<file path="src/rtl/uart_pkg.sv">
// Shared types for the UART receive path: FSM states,
// parity-mode codes and a 2-of-3 majority helper.
package uart_pkg;

  typedef enum logic [2:0] {
    IDLE,
    START,
    DATA,
    PARITY,
    STOP,
    DELIVER,
    BREAK
  } state_t;

  localparam int PAR_NONE = 0;
  localparam int PAR_ODD  = 1;
  localparam int PAR_EVEN = 2;

  function automatic logic maj3(
    input logic a,
    input logic b,
    input logic c
  );
    return (a & b) | (a & c) | (b & c);
  endfunction

endpackage

</file>
<file path="src/rtl/uart_rx_sync.sv">
// Two-flop synchroniser for an asynchronous input.
// Ports: clk, reset (sync, high), d (async in), q (synced out).
module uart_rx_sync #(
  parameter logic RST_VAL = 1'b1
) (
  input  logic clk,
  input  logic reset,
  input  logic d,
  output logic q
);

  logic meta;

  always_ff @(posedge clk) begin
    if (reset) begin
      meta <= RST_VAL;
      q    <= RST_VAL;
    end else begin
      meta <= d;
      q    <= meta;
    end
  end

endmodule

</file>
<file path="src/rtl/uart_rx_param.sv">
// Oversampling UART receiver with valid/ready holding register.
// Ports: clk, reset, s_tick, rx in; dout, rx_valid, rx_ready (in),
// parity_err, frame_err, overrun, busy out.
// Macro UART_RX_MAJORITY_EN: 2-of-3 majority bit sampling.
module uart_rx_param #(
  parameter int DBIT      = 8,
  parameter int OVS       = 16,
  parameter int PARITY    = 0,
  parameter int STOP_BITS = 1
) (
  input  logic            clk,
  input  logic            reset,
  input  logic            s_tick,
  input  logic            rx,
  output logic [DBIT-1:0] dout,
  output logic            rx_valid,
  input  logic            rx_ready,
  output logic            parity_err,
  output logic            frame_err,
  output logic            overrun,
  output logic            busy
);

  import uart_pkg::*;

  localparam int SW = $clog2(OVS);
  localparam int NW = $clog2(DBIT);
  localparam logic [SW-1:0] S_MID = SW'(OVS / 2 - 1);
  localparam logic [SW-1:0] S_END = SW'(OVS - 1);
  localparam logic [NW-1:0] N_DLAST = NW'(DBIT - 1);
  localparam logic [NW-1:0] N_SLAST = NW'(STOP_BITS - 1);
  localparam logic ODD = (PARITY == PAR_ODD);

  state_t          state;
  logic [SW-1:0]   s;
  logic [NW-1:0]   n;
  logic [DBIT-1:0] sh;
  logic            perr_l;
  logic            ferr_l;
  logic            rx_s;
  logic            smp;
  logic            hs;

  uart_rx_sync #(
    .RST_VAL(1'b1)
  ) u_sync (
    .clk  (clk),
    .reset(reset),
    .d    (rx),
    .q    (rx_s)
  );

`ifdef UART_RX_MAJORITY_EN
  // rx_s at the two ticks preceding the current one
  logic [1:0] hist;

  always_ff @(posedge clk) begin
    if (reset) begin
      hist <= 2'b11;
    end else if (s_tick) begin
      hist <= {hist[0], rx_s};
    end
  end

  assign smp = maj3(hist[1], hist[0], rx_s);
`else
  assign smp = rx_s;
`endif

  assign hs   = rx_valid & rx_ready;
  assign busy = (state != IDLE);

  always_ff @(posedge clk) begin
    if (reset) begin
      state      <= IDLE;
      s          <= '0;
      n          <= '0;
      sh         <= '0;
      perr_l     <= 1'b0;
      ferr_l     <= 1'b0;
      dout       <= '0;
      rx_valid   <= 1'b0;
      parity_err <= 1'b0;
      frame_err  <= 1'b0;
      overrun    <= 1'b0;
    end else begin
      if (hs) begin
        rx_valid   <= 1'b0;
        parity_err <= 1'b0;
        frame_err  <= 1'b0;
        overrun    <= 1'b0;
      end
      unique case (state)
        IDLE: begin
          if (s_tick && !rx_s) begin
            state  <= START;
            s      <= '0;
            n      <= '0;
            perr_l <= 1'b0;
            ferr_l <= 1'b0;
          end
        end
        START: begin
          if (s_tick) begin
            if (s == S_MID) begin
              state <= smp ? IDLE : DATA;
              s     <= '0;
            end else begin
              s <= s + 1'b1;
            end
          end
        end
        DATA: begin
          if (s_tick) begin
            if (s == S_END) begin
              s  <= '0;
              sh <= {smp, sh[DBIT-1:1]};
              if (n == N_DLAST) begin
                n     <= '0;
                state <= (PARITY != PAR_NONE) ?
                         uart_pkg::PARITY : STOP;
              end else begin
                n <= n + 1'b1;
              end
            end else begin
              s <= s + 1'b1;
            end
          end
        end
        uart_pkg::PARITY: begin
          if (s_tick) begin
            if (s == S_END) begin
              s      <= '0;
              perr_l <= ((^sh) ^ smp) != ODD;
              state  <= STOP;
            end else begin
              s <= s + 1'b1;
            end
          end
        end
        STOP: begin
          if (s_tick) begin
            if (s == S_END) begin
              s <= '0;
              if (!smp) ferr_l <= 1'b1;
              if (n == N_SLAST) begin
                n     <= '0;
                state <= DELIVER;
              end else begin
                n <= n + 1'b1;
              end
            end else begin
              s <= s + 1'b1;
            end
          end
        end
        DELIVER: begin
          // a handshake this cycle frees the register for the new word
          if (!rx_valid || hs) begin
            dout       <= sh;
            parity_err <= perr_l;
            frame_err  <= ferr_l;
            overrun    <= 1'b0;
            rx_valid   <= 1'b1;
          end else begin
            overrun <= 1'b1;
          end
          state <= (ferr_l && !rx_s) ? BREAK : IDLE;
        end
        BREAK: begin
          if (s_tick && rx_s) state <= IDLE;
        end
        default: state <= IDLE;
      endcase
    end
  end

endmodule

</file>
<file path="config.mk">
export PLATFORM = sky130hd
export DESIGN_NAME = uart_rx_param
export DESIGN_NICKNAME = d
export VERILOG_FILES = /design/src/rtl/uart_pkg.sv /design/src/rtl/uart_rx_sync.sv /design/src/rtl/uart_rx_param.sv
export SDC_FILE = /design/constraint.sdc
export NUM_CORES = 1
export LEC_CHECK = 0
export ABC_AREA = 1
export CAP_MARGIN = 15
export CORE_ASPECT_RATIO = 1.2
export CORE_UTILIZATION = 55
export DETAILED_ROUTE_END_ITERATION = 6
export PLACE_DENSITY_LB_ADDON = 0.2
export SYNTH_ARGS = -nofsm -noshare
export SYNTH_HDL_FRONTEND = slang
export SYNTH_SLANG_ARGS = --single-unit
export TNS_END_PERCENT = 100
</file>
<file path="constraint.sdc">
create_clock -name clk -period 1.92 [get_ports clk]
set_input_delay 0.576 -clock clk [delete_from_list [all_inputs] [get_ports clk]]
set_output_delay 0.576 -clock clk [all_outputs]
set_load 0.02 [all_outputs]
</file>
==> run summary, run 1 <==
- prevailing post-synth register cell: sky130_fd_sc_hd__dfxtp_1
- kind of path behind the tightest hold check: reg2reg
- main area contributors after synthesis: sky130_fd_sc_hd__dfxtp_1 40%, sky130_fd_sc_hd__nand2_1 9.8%, sky130_fd_sc_hd__inv_1 6.4%, sky130_fd_sc_hd__nor2_1 6.2%, sky130_fd_sc_hd__a21oi_1 5.9%
- Initial Utilization: 0.591
- portion of the post-synthesis area used by sequential elements: 0.402
- run status: complete, no violations
- Pwr per Cell Area: 1060 nW/um^2
- Yosys cell types: 27
- Final Cycle Share: 0.965
- CTS tree: yes
- Largest delay share family, worst path: buffers and inverters
- overall die width: 52.6 um
- maximum number of pins on one net before global-route repair: 17
- vertical extent of the die: 62.8 um
- overall power: 2.19 mW
- global-route wire length before repair: 5.79 mm
- count of max-cap constraint violations: 0
- number of placement rows: 21
- number of vias after detailed routing: 1618
- clock latency of the later-clocked register in the worst-skew pair: 350 ps
- crit path cell chain: clkdlybuf4s50_1
- Max Clock Skew: 17.5 ps
- total gr overflow: 0
- IO buf count: 17
- Slowest-stage cell, CP: sky130_fd_sc_hd__clkdlybuf4s50_1
- mean routed wirelength per cell: 11.8 um
- growth of design area from synthesis to finish: 22.6%
- clk buf depth: 2
- startpoint types: register
- total of hold buffers inserted after clock tree synthesis: 0
- slew of the pin with the lowest slew margin: 588 ps
- fraction of layout cells with a size suffix above 1: 0.172
- pre-CTS WS: -21.0 ps
- kind of critical path: reg2out
- top cells by count, synth: 44 x sky130_fd_sc_hd__nand2_1, 34 x sky130_fd_sc_hd__dfxtp_1, 29 x sky130_fd_sc_hd__inv_1
- total DRC errors in the routed layout: 0
- Cells after Synth: 241
- area of the placeable core: 2860 sq um
- drt first pass iters: 4
- top-count cell post-synth: sky130_fd_sc_hd__nand2_1
- detailed placement HPWL: 2.65 mm
- n_diodes: 0
- number of buffers and inverters on the critical path: 1
- post-synth top area cell: sky130_fd_sc_hd__dfxtp_1
- fin cells: 308
- element type at the critical path end: output port
- Critical Path AT: 1280 ps
- minimum clock period after layout: 1850 ps
- fmax: 0.540 GHz
- total detailed-routing wirelength: 3.64 mm
- GP Congestion: 0.922
- warning count from the yosys run: 0
- Max H-tree Level: 2
- fraction of registers with async set/reset: 0
- TritonCTS Buffers: 5
- top cell type's share of synthesized area: 0.402
- clock root buffer: sky130_fd_sc_hd__clkbuf_4
- die area: 3300 sq um
- vias in the first global route: 1463
- number of I/O pins: 18
- number of synthesized flops with an enable pin: 0
- setup repair after global routing missed its margin: no
- final std cell area, no fill: 2070 sq um
- average cell area after synthesis: 7.02 sq um
- Worst Slack Setup Final: 66.6 ps
- number of nets still failing antenna checks after routing: 0
- worst-path fanout max: 2
- number of setup buffers added after CTS: 0
- combined global-route utilization of all metal layers: 0.240
- total of endpoints with negative setup slack in the final report: 0
- Via-to-Cell Ratio: 5.25
- final hold vios: 0
- highest ir drop seen on vdd: 702 uV
- initial detailed-routing violation count: 16
- largest stage delay on the critical path: 600 ps
- fin nets: 282
- Final Max Tran Viols: 0
- Clk pin slew, worst setup/hold paths: 110 ps
- syn nets: 250
- number of register bits inferred by synthesis: 34
- total standard cell area after synthesis: 1690 sq um
- Max-slew headroom: 0.606
- antenna violations before repair: 0
- data required time of the worst path: 1340 ps
- placed instance area: 1970 sq um
- number of instances in the placed design: 300
- leakage component of the power: 1.05 nW
- TritonCTS Sinks: 34
==> sequential cells by signal, summed over array words and instances (netlist names), 3 cells and up <==
name   cells
sh         8
state      3
s          4
dout       8
n          3
==> layout by cell type, fill, tap and decap left out <==
cell	instances
sky130_fd_sc_hd__bufinv_16	1
sky130_fd_sc_hd__nand4_1	3
sky130_fd_sc_hd__dfxtp_1	34
sky130_fd_sc_hd__clkinvlp_4	2
sky130_fd_sc_hd__clkbuf_4	5
sky130_fd_sc_hd__clkinv_1	2
sky130_fd_sc_hd__o21ai_1	4
sky130_fd_sc_hd__a21oi_2	1
sky130_fd_sc_hd__nor2_2	5
sky130_fd_sc_hd__a21o_1	1
sky130_fd_sc_hd__nand2_2	7
sky130_fd_sc_hd__nand3_2	4
sky130_fd_sc_hd__nand2_4	1
sky130_fd_sc_hd__or2_2	2
sky130_fd_sc_hd__or2_0	1
sky130_fd_sc_hd__inv_1	29
sky130_fd_sc_hd__o21ai_0	17
sky130_fd_sc_hd__o2111ai_1	1
sky130_fd_sc_hd__nand2_1	44
sky130_fd_sc_hd__xnor2_1	2
sky130_fd_sc_hd__o22ai_1	6
sky130_fd_sc_hd__dlymetal6s2s_1	9
sky130_fd_sc_hd__buf_4	13
sky130_fd_sc_hd__a21oi_1	20
sky130_fd_sc_hd__inv_2	6
sky130_fd_sc_hd__clkdlybuf4s50_1	7
sky130_fd_sc_hd__nand3_1	14
sky130_fd_sc_hd__ha_1	4
sky130_fd_sc_hd__nor2_1	28
sky130_fd_sc_hd__clkdlybuf4s15_1	1
==> cells by family after synthesis <==
| kind of cell | share of synthesized area |
|---|---|
| flip-flops | 0.402 |
| adder cells (fa/ha/maj) | 0.0296 |
| AO/OA/AOI/OAI | 0.158 |
| buffers and inverters | 0.101 |
| AND/OR/NAND/NOR | 0.298 |
| XOR/XNOR | 0.0104 |
==> stage by stage <==
stage,utilization,TNS (ps),hold slack [ps]
detailed placement,0.688,-81.2,396
CTS,0.716,0,411
floorplan,-,0,389
finish,0.724,0,407
global placement,0.688,-1.50,403
global route,0.724,0,444
==> metal layers <==
metal,global-route usage,part of all wire,up-vias
li1,-,-,842
met1,0.243,0.42,740
met2,0.418,0.52,24
met3,0.0754,0.028,12
met4,0.128,0.033,0
met5,0,0,-
==> worst paths after layout <==
kind	cells past startpoint	end	start	slack, ps
worst min-delay path	1	u_sync.q$_SDFF_PP1_	u_sync.meta$_SDFF_PP1_	410
worst max register to register	6	sh[5]$_SDFFE_PP0P_	s[0]$_SDFFE_PP0P_	210
worst max-delay path	1	dout[7]	dout[7]$_SDFFE_PP0P_	70
worst min register to register	1	u_sync.q$_SDFF_PP1_	u_sync.meta$_SDFF_PP1_	410
==> layout make-up <==
cell class / instances / area [sq um]
tap: 34 / 42.5
inverter: 37 / 139
timing repair buffer: 30 / 290
clock buffer: 5 / 37.5
sequential: 34 / 681
multi-input combinational: 165 / 840
fill: 244 / 790
clock inverter: 3 / 45.0
==> where the power goes <==
part | switching, mW | internal, mW
logic | 0.540 | 0.315
clock network | 0.266 | 0.273
registers | 0.0360 | 0.760
==> timing repair <==
item,4_1_cts,5_1_grt
setup endpoints to repair,1,10
hold endpoints to repair,0,0
resized for setup,1,10
(Power assumes the default switching activity.)
==> inputs of run 2 (changes only) <==
--- a/config.mk
+++ b/config.mk
@@ -9,7 +9,9 @@
 export CAP_MARGIN = 15
 export CORE_ASPECT_RATIO = 1.2
 export CORE_UTILIZATION = 55
+export CTS_CLUSTER_DIAMETER = 100
 export DETAILED_ROUTE_END_ITERATION = 6
+export GPL_ROUTABILITY_DRIVEN = 0
 export PLACE_DENSITY_LB_ADDON = 0.2
 export SYNTH_ARGS = -nofsm -noshare
 export SYNTH_HDL_FRONTEND = slang
==> results of run 2 <==
Same layout as run 1: the final DEF is identical, and so are final timing and power.
